==> src/rtl/adder59_sched_pkg.sv <==
// Shared widths, FSM encoding and the operand adder for adder59_share_scheduler.
package adder59_sched_pkg;

   localparam int A_W   = 59;
   localparam int B_W   = 30;
   localparam int SUM_W = 60;

   typedef enum logic [1:0] {
      IDLE = 2'd0,
      EXEC = 2'd1,
      RESP = 2'd2
   } sched_state_e;

   // Full-width unsigned add: A widened by one carry bit, B zero-extended.
   function automatic logic [SUM_W-1:0] add_ab(input logic [A_W-1:0] a, input logic [B_W-1:0] b);
      return {1'b0, a} + {{(SUM_W-B_W){1'b0}}, b};
   endfunction

endpackage

==> src/rtl/adder59_share_scheduler_rr_arbiter.sv <==
// Combinational round-robin arbiter: search starts at rr_ptr and ascends with wrap.
module rr_arbiter #(
   parameter int NUM_REQ = 2,
   parameter int IDX_W   = 1
) (
   input  logic [NUM_REQ-1:0] req,
   input  logic [IDX_W-1:0]   rr_ptr,
   input  logic               enable,
   output logic [NUM_REQ-1:0] grant,
   output logic [IDX_W-1:0]   grant_idx
);

   logic [31:0]      cand_s;
   logic [IDX_W-1:0] cand_idx_s;
   logic             found_s;

   // First requesting port at or after rr_ptr wins.
   always_comb begin
      grant      = '0;
      grant_idx  = '0;
      found_s    = 1'b0;
      cand_s     = 32'd0;
      cand_idx_s = '0;
      for (int k = 0; k < NUM_REQ; k++) begin
         cand_s     = (32'(rr_ptr) + 32'(k)) % 32'(NUM_REQ);
         cand_idx_s = IDX_W'(cand_s);
         if (enable && !found_s && req[cand_idx_s]) begin
            grant[cand_idx_s] = 1'b1;
            grant_idx         = cand_idx_s;
            found_s           = 1'b1;
         end else begin
            found_s = found_s;
         end
      end
   end

endmodule

==> src/rtl/adder59_share_scheduler.sv <==
// One shared 59+30-bit adder time-multiplexed between NUM_REQ requesters, round-robin.
// Optional macro ADDSCHED_BYPASS_EN lets RESP re-arbitrate and go straight to EXEC.
module adder59_share_scheduler
   import adder59_sched_pkg::*;
#(
   parameter int NUM_REQ = 2,
   parameter int IDX_W   = 1
) (
   input  logic                   clk,
   input  logic                   rst_n,
   input  logic [NUM_REQ-1:0]     req_valid,
   output logic [NUM_REQ-1:0]     req_ready,
   input  logic [NUM_REQ*A_W-1:0] req_a,
   input  logic [NUM_REQ*B_W-1:0] req_b,
   output logic                   rsp_valid,
   input  logic                   rsp_ready,
   output logic [SUM_W-1:0]       rsp_sum,
   output logic [IDX_W-1:0]       rsp_idx,
   output logic                   busy
);

`ifdef ADDSCHED_BYPASS_EN
   localparam logic BYPASS = 1'b1;
`else
   localparam logic BYPASS = 1'b0;
`endif

   sched_state_e       state_r;
   sched_state_e       state_nxt_s;
   logic [IDX_W-1:0]   rr_ptr_r;
   logic [IDX_W-1:0]   rr_ptr_nxt_s;
   logic [IDX_W-1:0]   grant_idx_s;
   logic [NUM_REQ-1:0] grant_s;
   logic               arb_en_s;
   logic               hs_s;
   logic [A_W-1:0]     a_r;
   logic [B_W-1:0]     b_r;
   logic [IDX_W-1:0]   idx_r;
   logic [SUM_W-1:0]   sum_r;
   logic [IDX_W-1:0]   rsp_idx_r;
   logic               rsp_valid_r;
   logic               busy_r;

   // Arbitration window: IDLE, or an accepted RESP when bypass is built in; never during reset.
   always_comb begin
      arb_en_s = 1'b0;
      if (!rst_n) begin
         arb_en_s = 1'b0;
      end else if (state_r == IDLE) begin
         arb_en_s = 1'b1;
      end else if (BYPASS && (state_r == RESP) && rsp_ready) begin
         arb_en_s = 1'b1;
      end else begin
         arb_en_s = 1'b0;
      end
   end

   rr_arbiter #(.NUM_REQ(NUM_REQ), .IDX_W(IDX_W)) u_arb (
      .req       (req_valid),
      .rr_ptr    (rr_ptr_r),
      .enable    (arb_en_s),
      .grant     (grant_s),
      .grant_idx (grant_idx_s)
   );

   assign req_ready    = grant_s;
   assign hs_s         = |grant_s;
   assign rr_ptr_nxt_s = IDX_W'((32'(grant_idx_s) + 32'd1) % 32'(NUM_REQ));

   // Next-state decode.
   always_comb begin
      state_nxt_s = state_r;
      case (state_r)
         IDLE: begin
            if (hs_s) state_nxt_s = EXEC;
            else      state_nxt_s = IDLE;
         end
         EXEC: state_nxt_s = RESP;
         RESP: begin
            if (rsp_ready && hs_s)  state_nxt_s = EXEC;
            else if (rsp_ready)     state_nxt_s = IDLE;
            else                    state_nxt_s = RESP;
         end
         default: state_nxt_s = IDLE;
      endcase
   end

   // State, priority pointer and status outputs.
   always_ff @(posedge clk or negedge rst_n) begin
      if (!rst_n) begin
         state_r     <= IDLE;
         rr_ptr_r    <= '0;
         rsp_valid_r <= 1'b0;
         busy_r      <= 1'b0;
      end else begin
         state_r     <= state_nxt_s;
         rsp_valid_r <= (state_nxt_s == RESP);
         busy_r      <= (state_nxt_s != IDLE);
         if (hs_s) rr_ptr_r <= rr_ptr_nxt_s;
      end
   end

   // Operand capture on handshake; result capture in EXEC so the response holds through RESP.
   always_ff @(posedge clk or negedge rst_n) begin
      if (!rst_n) begin
         a_r       <= '0;
         b_r       <= '0;
         idx_r     <= '0;
         sum_r     <= '0;
         rsp_idx_r <= '0;
      end else begin
         if (hs_s) begin
            a_r   <= req_a[grant_idx_s*A_W +: A_W];
            b_r   <= req_b[grant_idx_s*B_W +: B_W];
            idx_r <= grant_idx_s;
         end
         if (state_r == EXEC) begin
            sum_r     <= add_ab(a_r, b_r);
            rsp_idx_r <= idx_r;
         end
      end
   end

   assign rsp_valid = rsp_valid_r;
   assign busy      = busy_r;
   assign rsp_sum   = sum_r;
   assign rsp_idx   = rsp_idx_r;

endmodule

==> config.mk <==
export PLATFORM = sky130hd
export DESIGN_NAME = adder59_share_scheduler
export DESIGN_NICKNAME = d
export VERILOG_FILES = /design/src/rtl/adder59_sched_pkg.sv /design/src/rtl/adder59_share_scheduler_rr_arbiter.sv /design/src/rtl/adder59_share_scheduler.sv
export SDC_FILE = /design/constraint.sdc
export NUM_CORES = 1
export LEC_CHECK = 0
export ABC_AREA = 1
export CORE_ASPECT_RATIO = 1.75
export CORE_MARGIN = 1
export CORE_UTILIZATION = 51
export DETAILED_ROUTE_END_ITERATION = 8
export HOLD_SLACK_MARGIN = 0.12
export PLACE_DENSITY = 0.88
export SLEW_MARGIN = 15
export SYNTH_ARGS = -nofsm -noshare
export SYNTH_HDL_FRONTEND = slang
export SYNTH_SLANG_ARGS = --single-unit
==> constraint.sdc <==
create_clock -name clk -period 2.39 [get_ports clk]
set_clock_uncertainty 0.2 [all_clocks]
set_input_delay 0.478 -clock clk [delete_from_list [all_inputs] [get_ports clk]]
set_output_delay 0.478 -clock clk [all_outputs]
set_load 0.1 [all_outputs]
==> tab_implementation.tex, run 1 <==
\begin{tabular}{lr}
\hline
Metric & Value \\
\hline
\multicolumn{2}{l}{\textbf{Yosys}} \\
Post-Syn Nets & 1719 \\
Primary FF master, synth & sky130\_fd\_sc\_hd\_\_dfrtp\_1 \\
Cells after Synth & 1505 \\
Cell area after synthesis & 0.01009 mm\^{}2 \\
Unique masters post-synth & 39 \\
Number of enable flip-flop cells after synthesis & 0 \\
Async SR Flop Fraction & 1.000 \\
Yosys reg bits & 156 \\
Sequential element share of the synthesized area & 0.3868 \\
Warnings, synthesis & 0 \\
Average footprint of a synthesized cell & 6.706 um\^{}2 \\
\multicolumn{2}{l}{\textbf{Drt}} \\
Total length of routed wires & 43.46 mm \\
DRC violation count after routing & 0 \\
Drt pass-1 iters & 5 \\
Average wire per cell in the routed design & 20.67 um \\
Count of vias placed by the detailed router & 11860 \\
Vias per inst & 5.639 \\
Antenna viol nets, final & 0 \\
Number of violations reported at the end of detailed-routing iteration 0 & 962 \\
\multicolumn{2}{l}{\textbf{Worst setup path}} \\
Nature of the critical path endpoint & flop \\
Classification of the worst setup path & flop to flop \\
Crit Reg-Reg Startpoint & a\_r[5]\$\_DFFE\_PN0N\_ \\
Reg-to-reg setup timing slack & -0.05 ns \\
R2R depth & 13 \\
Reg2Reg Capture Point & rsp\_sum[51]\$\_DFFE\_PN0N\_ \\
Required time of the critical path & 2.53 ns \\
Largest fanout on the critical path & 4 \\
Critical path data arrival time & 2.58 ns \\
Critical Path Source Type & flop \\
\multicolumn{2}{l}{\textbf{Placement}} \\
Routability cong. & 1.014 \\
Number of buffers added on ports & 247 \\
Final HPWL DP & 31.98 mm \\
\multicolumn{2}{l}{\textbf{Floorplanning}} \\
Die boundary width & 108.3 um \\
Die height & 188.1 um \\
Placeable Area & 0.01928 mm\^{}2 \\
Die outline area & 0.02038 mm\^{}2 \\
Starting density of the core & 0.5234 \\
Count of standard-cell rows & 67 \\
Boundary pin count & 248 \\
\multicolumn{2}{l}{\textbf{Worst hold path}} \\
Number of cells on the worst hold path & 2 \\
Min-Delay Startpoint & rsp\_sum[51]\$\_DFFE\_PN0N\_ \\
Hold/Removal Path Class & flop to flop \\
Worst Hold Path EP & rsp\_sum[51]\$\_DFFE\_PN0N\_ \\
\multicolumn{2}{l}{\textbf{Final layout}} \\
Post-layout net count & 2063 \\
Synth-to-layout area growth & 46.69\% \\
Post-layout util & 0.7678 \\
Fill cell count & 1368 \\
Share of layout cells above drive strength 1 & 0.2155 \\
\multicolumn{2}{l}{\textbf{Flow run}} \\
Number of violations of the max-capacitance limit & 0 \\
\multicolumn{2}{l}{\textbf{Clock tree}} \\
Number of sinks handled by clock tree synthesis & 156 \\
Cell at the root of the clock tree & sky130\_fd\_sc\_hd\_\_clkbuf\_16 \\
Maximum level of the CTS H-tree & 4 \\
Clock edge transition at the registers on the reported setup and hold paths & 0.06 ns \\
Maximum number of buffers from clock root to sink & 2 \\
Number of buffers added by the clock tree synthesis step & 17 \\
Source-to-sink clock delay at the later pin of the worst-skew pair & 0.45 ns \\
Clock tree from TritonCTS & done \\
\multicolumn{2}{l}{\textbf{Global routing}} \\
Wire length of the first global-routing pass & 61.41 mm \\
Number of antenna violations at the first check in global routing & 1 \\
Overall track demand over capacity in global routing & 0.4109 \\
Maximum number of pins on one net before global-route repair & 157 \\
Grt ovf & 0 \\
Vias in the first global route & 11780 \\
\multicolumn{2}{l}{\textbf{Power and ir drop}} \\
Leak pwr & 0.007383 uW \\
Pwr per Cell Area & 1775 mW/mm\^{}2 \\
Power, Total & 26280 uW \\
Peak supply drop & 1525 uV \\
\multicolumn{2}{l}{\textbf{STA}} \\
Setup violation total in the final timing report & 2 \\
Fmax & 409.6 MHz \\
Final critical path time including I/O delays and setup & 2.441 ns \\
Hold violation count in the final report & 0 \\
Final worst hold slack & 0.2805 ns \\
Final Max Slew Viols & 0 \\
Normalized max-slew margin & 0.3588 \\
Worst setup slack after layout & -0.05145 ns \\
Pin slew with the least headroom to its limit & 0.9618 ns \\
Unrepaired setup endpoints after global routing & true \\
Final period utilization & 1.022 \\
\multicolumn{2}{l}{\textbf{Outcome}} \\
Failing checks & setup timing \\
Result of the run & finished with violations \\
\hline
\end{tabular}
[placed cells by master, fill, tap and decap left out, drive strengths merged]
master / synthesis / routed
nand2: 625 / 625
inv: 190 / 193
buf: 11 / 183
clkdlybuf4s50: 0 / 181
dfrtp: 156 / 156
nor2: 144 / 144
nand3: 143 / 143
ha: 30 / 30
o21ai: 30 / 30
o22ai: 29 / 29
o211ai: 27 / 27
clkbuf: 29 / 22
a21oi: 22 / 22
nor3: 15 / 15
nand4: 14 / 14
or2: 13 / 13
xnor2: 10 / 10
nand3b: 4 / 4
clkinv: 2 / 4
and2: 3 / 3
a21boi: 3 / 3
clkinvlp: 0 / 2
bufinv: 0 / 2
o21bai: 2 / 2
diode: 0 / 1
nor3b: 1 / 1
and3: 1 / 1
fa: 1 / 1
dlygate4sd3: 0 / 1
[critical path, cell delays in order (launching register included)]
cell and delay [ns]:
sky130_fd_sc_hd__dfrtp_1 0.43, sky130_fd_sc_hd__ha_4 0.28, sky130_fd_sc_hd__nand2_1 0.16, sky130_fd_sc_hd__inv_1 0.09, sky130_fd_sc_hd__nand2_1 0.12, sky130_fd_sc_hd__nand2_1 0.07, sky130_fd_sc_hd__nand2_1 0.08, sky130_fd_sc_hd__nand3_2 0.14
sky130_fd_sc_hd__nand2_1 0.14, sky130_fd_sc_hd__nand2_2 0.11, sky130_fd_sc_hd__nand2_2 0.23, sky130_fd_sc_hd__nand3_1 0.11, sky130_fd_sc_hd__nand3_1 0.11, sky130_fd_sc_hd__nand2_1 0.06
[area by class of cell]
class	count	area (um^2)	share of cell area
clock inverter	9	111.4	0.007522
tap	241	301.5	0.02037
clock buffer	22	474.2	0.03203
sequential	156	3904	0.2637
antenna	1	2.502	0.0001690
multi-input combinational	1117	5984	0.4042
inverter	192	723.2	0.04885
timing repair buffer	365	3303	0.2231
[flip-flops by register name, summed over array words and instances (netlist names)]
signal     count
a_r           59
rsp_sum       60
rr_ptr_r       1
b_r           30
rsp_valid      1
busy           1
idx_r          1
state_r        2
rsp_idx        1
[synth_stat cells, drive strengths merged, types with 15 or more instances]
cell    count  area (um^2)
nand2     625         2379
inv       190        713.2
dfrtp     156         3904
nor2      144        615.6
nand3     143        775.8
ha         30        375.4
o21ai      30        150.1
clkbuf     29        108.9
o22ai      29        181.4
o211ai     27        202.7
a21oi      22        117.6
nor3       15        100.1
[kinds of logic (layout without fill, tap and decap cells)]
kind of cell	after synthesis	count (layout)	synth area share
and+or+nand+nor	963	963	0.4081
xor gates and xnor gates	10	10	0.008678
other	0	1	0
AOI/OAI and AO/OA	113	113	0.06906
adders and majority gates	31	31	0.03918
buffers and inverters	232	588	0.08815
DFF	156	156	0.3868
[report_power, final]
part           switching (uW)  internal [uW]  total, uW
Sequential               1260           3910       5160
Clock                    1170           1620       2790
Combinational           12000           6320      18300
[metrics by stage]
| stage | area [um^2] | cells | setup TNS, ns | setup slack (ns) |
|---|---|---|---|---|
| 2_1_floorplan | 10090 | 1505 | 0 | 0.1954 |
| 3_3_place_gp | 13440 | 2060 | -0.1297 | -0.05802 |
| 3_5_place_dp | 13440 | 2060 | -0.3183 | -0.07394 |
| 4_1_cts | 14120 | 2094 | 0 | 0.006709 |
| 5_1_grt | 14800 | 2103 | -0.8415 | -0.09567 |
| 6_report | 14800 | 2103 | -0.09229 | -0.05145 |
[worst max path at each step]
| stage | from | to | slack [ns] | depth (start not counted) |
|---|---|---|---|---|
| 3_5_place_dp | a_r[8]$_DFFE_PN0N_ | rsp_sum[51]$_DFFE_PN0N_ | -0.07 | 12 |
| 2_1_floorplan | a_r[0]$_DFFE_PN0N_ | rsp_sum[16]$_DFFE_PN0N_ | 0.20 | 11 |
| 6_report | a_r[5]$_DFFE_PN0N_ | rsp_sum[51]$_DFFE_PN0N_ | -0.05 | 13 |
| 4_1_cts | a_r[14]$_DFFE_PN0N_ | rsp_sum[59]$_DFFE_PN0N_ | 0.007 | 11 |
| 5_1_grt | a_r[5]$_DFFE_PN0N_ | rsp_sum[19]$_DFFE_PN0N_ | -0.1 | 13 |
| 3_3_place_gp | b_r[29]$_DFFE_PN0N_ | rsp_sum[42]$_DFFE_PN0N_ | -0.06 | 11 |
[routing by layer]
| layer | routed length, um | track usage |
|---|---|---|
| met2 | 22190 | 0.7393 |
| met3 | 2738 | 0.08307 |
| met5 | 0 | 0 |
| met1 | 13770 | 0.3823 |
| met4 | 4766 | 0.3545 |
[timing repair]
action | 4_1_cts | 5_1_grt
hold endpoints to repair | 156 | 0
gates resized for setup | 19 | 122
endpoints found under the setup margin | 18 | 45
setup buffers | 2 | 8
hold buffers | 1 | 0
pin swaps | 0 | 15
Power figures use the tool's default switching activity.
==> run 2: changes to the inputs <==
--- a/config.mk
+++ b/config.mk
@@ -9,6 +9,7 @@
 export CORE_ASPECT_RATIO = 1.75
 export CORE_MARGIN = 1
 export CORE_UTILIZATION = 51
+export CTS_CLUSTER_DIAMETER = 200
 export DETAILED_ROUTE_END_ITERATION = 8
 export HOLD_SLACK_MARGIN = 0.12
 export PLACE_DENSITY = 0.88
==> results of run 2 <==
Same layout as run 1: the final DEF is identical, and so are final timing and power.
==> RTL change, RTL diff (flow settings as in run 2) <==
Build with the macro `ADDSCHED_BYPASS_EN` defined.
--- a/src/rtl/adder59_share_scheduler.sv
+++ b/src/rtl/adder59_share_scheduler.sv
@@ -1,4 +1,6 @@
 // One shared 59+30-bit adder time-multiplexed between NUM_REQ requesters, round-robin.
 // Optional macro ADDSCHED_BYPASS_EN lets RESP re-arbitrate and go straight to EXEC.
+`define ADDSCHED_BYPASS_EN
+
 module adder59_share_scheduler
    import adder59_sched_pkg::*;
Check against the original RTL: not equivalent (Yosys sat finds a counterexample within 4 cycles, from zero or initial values and one cycle with rst_n low).
==> RTL change against run 2 <==
Cell count is 0.90% lower; routed wire length fell by 3.7%; design area decreased by 2.1%; utilization fell by 1.3 points; die area shrank 0.40%; setup slack improved by 91 ps; sequential cell count unchanged; largest cell class unchanged; hold slack got worse by 150 ps; first-iteration DRC count decreased by 6.5%; power decreased by 1.9%; synthesized area decreased by 0.41%.
==> RTL change: results (changes against run 2) <==
The run gives 13290 um^2 (was 13440 um^2) as the total cell area at the placement stage. The most heavily used metal layer in global routing was met2 (unchanged). The global-route track usage on met1 came out at 38.37% (was 38.23%).

The tools report the maximum number of pins on one net before global-route repair as 86 (was 157). The DRC marker count from the first detailed-route iteration came out at 899 (was 962). The average instance area after synthesis is 6.678 um^2 (was 6.706 um^2).

The flow ran to the end, and the final reports show no timing, DRC or antenna violations. For the detailed-placement wirelength estimate, the log shows 31390 um (was 31980 um). Critical path's largest stage delay: 470 ps (was 430 ps). The via count of the first global-routing pass was 11680 (was 11780).

The largest delay contributor family on the critical path is buffers and inverters (was simple AND/OR/NAND/NOR gates). The average wire per standard cell was 20.08 um (was 20.67 um); the arrival time of data at the critical path endpoint was 1670 ps (was 2580 ps). The routed length on met2 came out at 22300 um (was 22190 um). The number of antenna repair diodes is 0 (was 1).

The placed instance count came out at 2045 (was 2060). The number of vias per cell was 5.602 (was 5.639). For the global-route track usage on met2, the log shows 74.84% (was 73.93%).

The detailed-route wire length on metal 1 was 12970 um (was 13770 um). The run gives 20300 um^2 (was 20380 um^2) as the total die area. The peak supply drop came out at 1.361 mV (was 1.525 mV). Most frequent cells after synthesis: sky130_fd_sc_hd__nand2_1 (601), sky130_fd_sc_hd__inv_1 (188), sky130_fd_sc_hd__dfrtp_1 (156), sky130_fd_sc_hd__nor2_1 (132), sky130_fd_sc_hd__nand3_1 (127) (was sky130_fd_sc_hd__nand2_1 (614), sky130_fd_sc_hd__inv_1 (178), sky130_fd_sc_hd__dfrtp_1 (156), sky130_fd_sc_hd__nand3_1 (131), sky130_fd_sc_hd__nor2_1 (126)). The worst-margin pin slew is 920.5 ps (was 961.8 ps), and the post-place setup slack is -98.59 ps (was -73.94 ps).

Overall routing resource usage: 41.22% (was 41.09%). Path class of the lowest-slack min-delay path: in -> async (was reg -> reg). The cell at the slowest stage of the critical path was sky130_fd_sc_hd__clkdlybuf4s50_1 (was sky130_fd_sc_hd__dfrtp_1). Met3 track demand over resource in global routing: 6.500% (was 8.307%). The wire length after detailed routing is 41850 um (was 43460 um).

The global placement routability congestion was 0.9753 (was 1.014); the layout cell share with drive strength beyond 1 was 19.59% (was 21.55%). The logs give 0 (was 1) for the number of antenna violations at the first check in global routing and 37 (was 39) for the number of distinct library cells after synthesis. Largest fanout on the critical path: 4 (unchanged). The latest clock arrival within the worst-skew pair came out at 450 ps (about the same). The met3 wirelength from detailed routing was 2126 um (was 2738 um); the post-synthesis sequential area ratio was 38.84% (was 38.68%).

Cell types occupying the most area after synthesis: sky130_fd_sc_hd__dfrtp_1 (39%), sky130_fd_sc_hd__nand2_1 (22%), sky130_fd_sc_hd__inv_1 (7.0%) (was sky130_fd_sc_hd__dfrtp_1 (39%), sky130_fd_sc_hd__nand2_1 (23%), sky130_fd_sc_hd__inv_1 (6.6%)). The tools report the wire length of the first global-routing pass as 61350 um (was 61410 um). The number of synthesis warnings is 0 (unchanged), and the leakage power is 7.233 nW (was 7.383 nW). The length in cells of the worst reg-to-reg path is 10 (was 13).
==> RTL change: stage by stage <==
step,total power [W],hold slack [ps]
4_1_cts,0.02379,147.5
5_1_grt,0.02711,209.3
6_report,0.02577,135.0
3_3_place_gp,0.02062,265.8
3_5_place_dp,0.02084,266.8
2_1_floorplan,0.01505,-17.59
==> RTL change: worst paths after layout <==
check | start | endpoint | slack (ps)
min reg2reg | rsp_sum[3] | rsp_sum[3] | 280
max reg2reg | b_r[26] | rsp_sum[56] | 60
max | rsp_ready | req_ready[1] | 40
min in group clk | rsp_sum[3] | rsp_sum[3] | 280
min | rst_n | a_r[0] | 130
max in group asynchronous | rst_n | rsp_sum[1] | 900
==> RTL change: what timing repair did <==
item                                    CTS  global route
gates resized for setup                  14           121
endpoints found under the setup margin   21            49
hold buffers                              1             0
pin swaps                                 1             9
endpoints found under the hold margin    85             0
cloned                                    0             0
buffers inserted                          1             5
==> RTL change: power breakdown <==
part	internal, W	switching, W
clock	0.00148	0.00124
sequential	0.00393	0.00137
combinational	0.00611	0.0116
total	0.0115	0.0142
==> RTL change: kinds of logic (layout without fill, tap and decap cells) <==
| kind of cell | Yosys count | count (layout) | share of synthesized area (%) |
|---|---|---|---|
| simple gates | 947 | 947 | 39.65 |
| buf+inv | 236 | 574 | 9.013 |
| flops | 156 | 156 | 38.84 |
| compound gates | 127 | 127 | 7.868 |
| fa+ha+maj | 31 | 31 | 3.934 |
| xor+xnor | 8 | 8 | 0.6972 |
==> RTL change: cell type report <==
cell class / instances / area, um^2
flip-flops and latches: 156 / 3909
clock inverters: 14 / 133.9
clock buffers: 18 / 439.2
inverters: 196 / 743.2
multi-input cells: 1113 / 5808
well taps: 241 / 301.5
repair buffers: 346 / 3161
fillers: 1446 / 4702
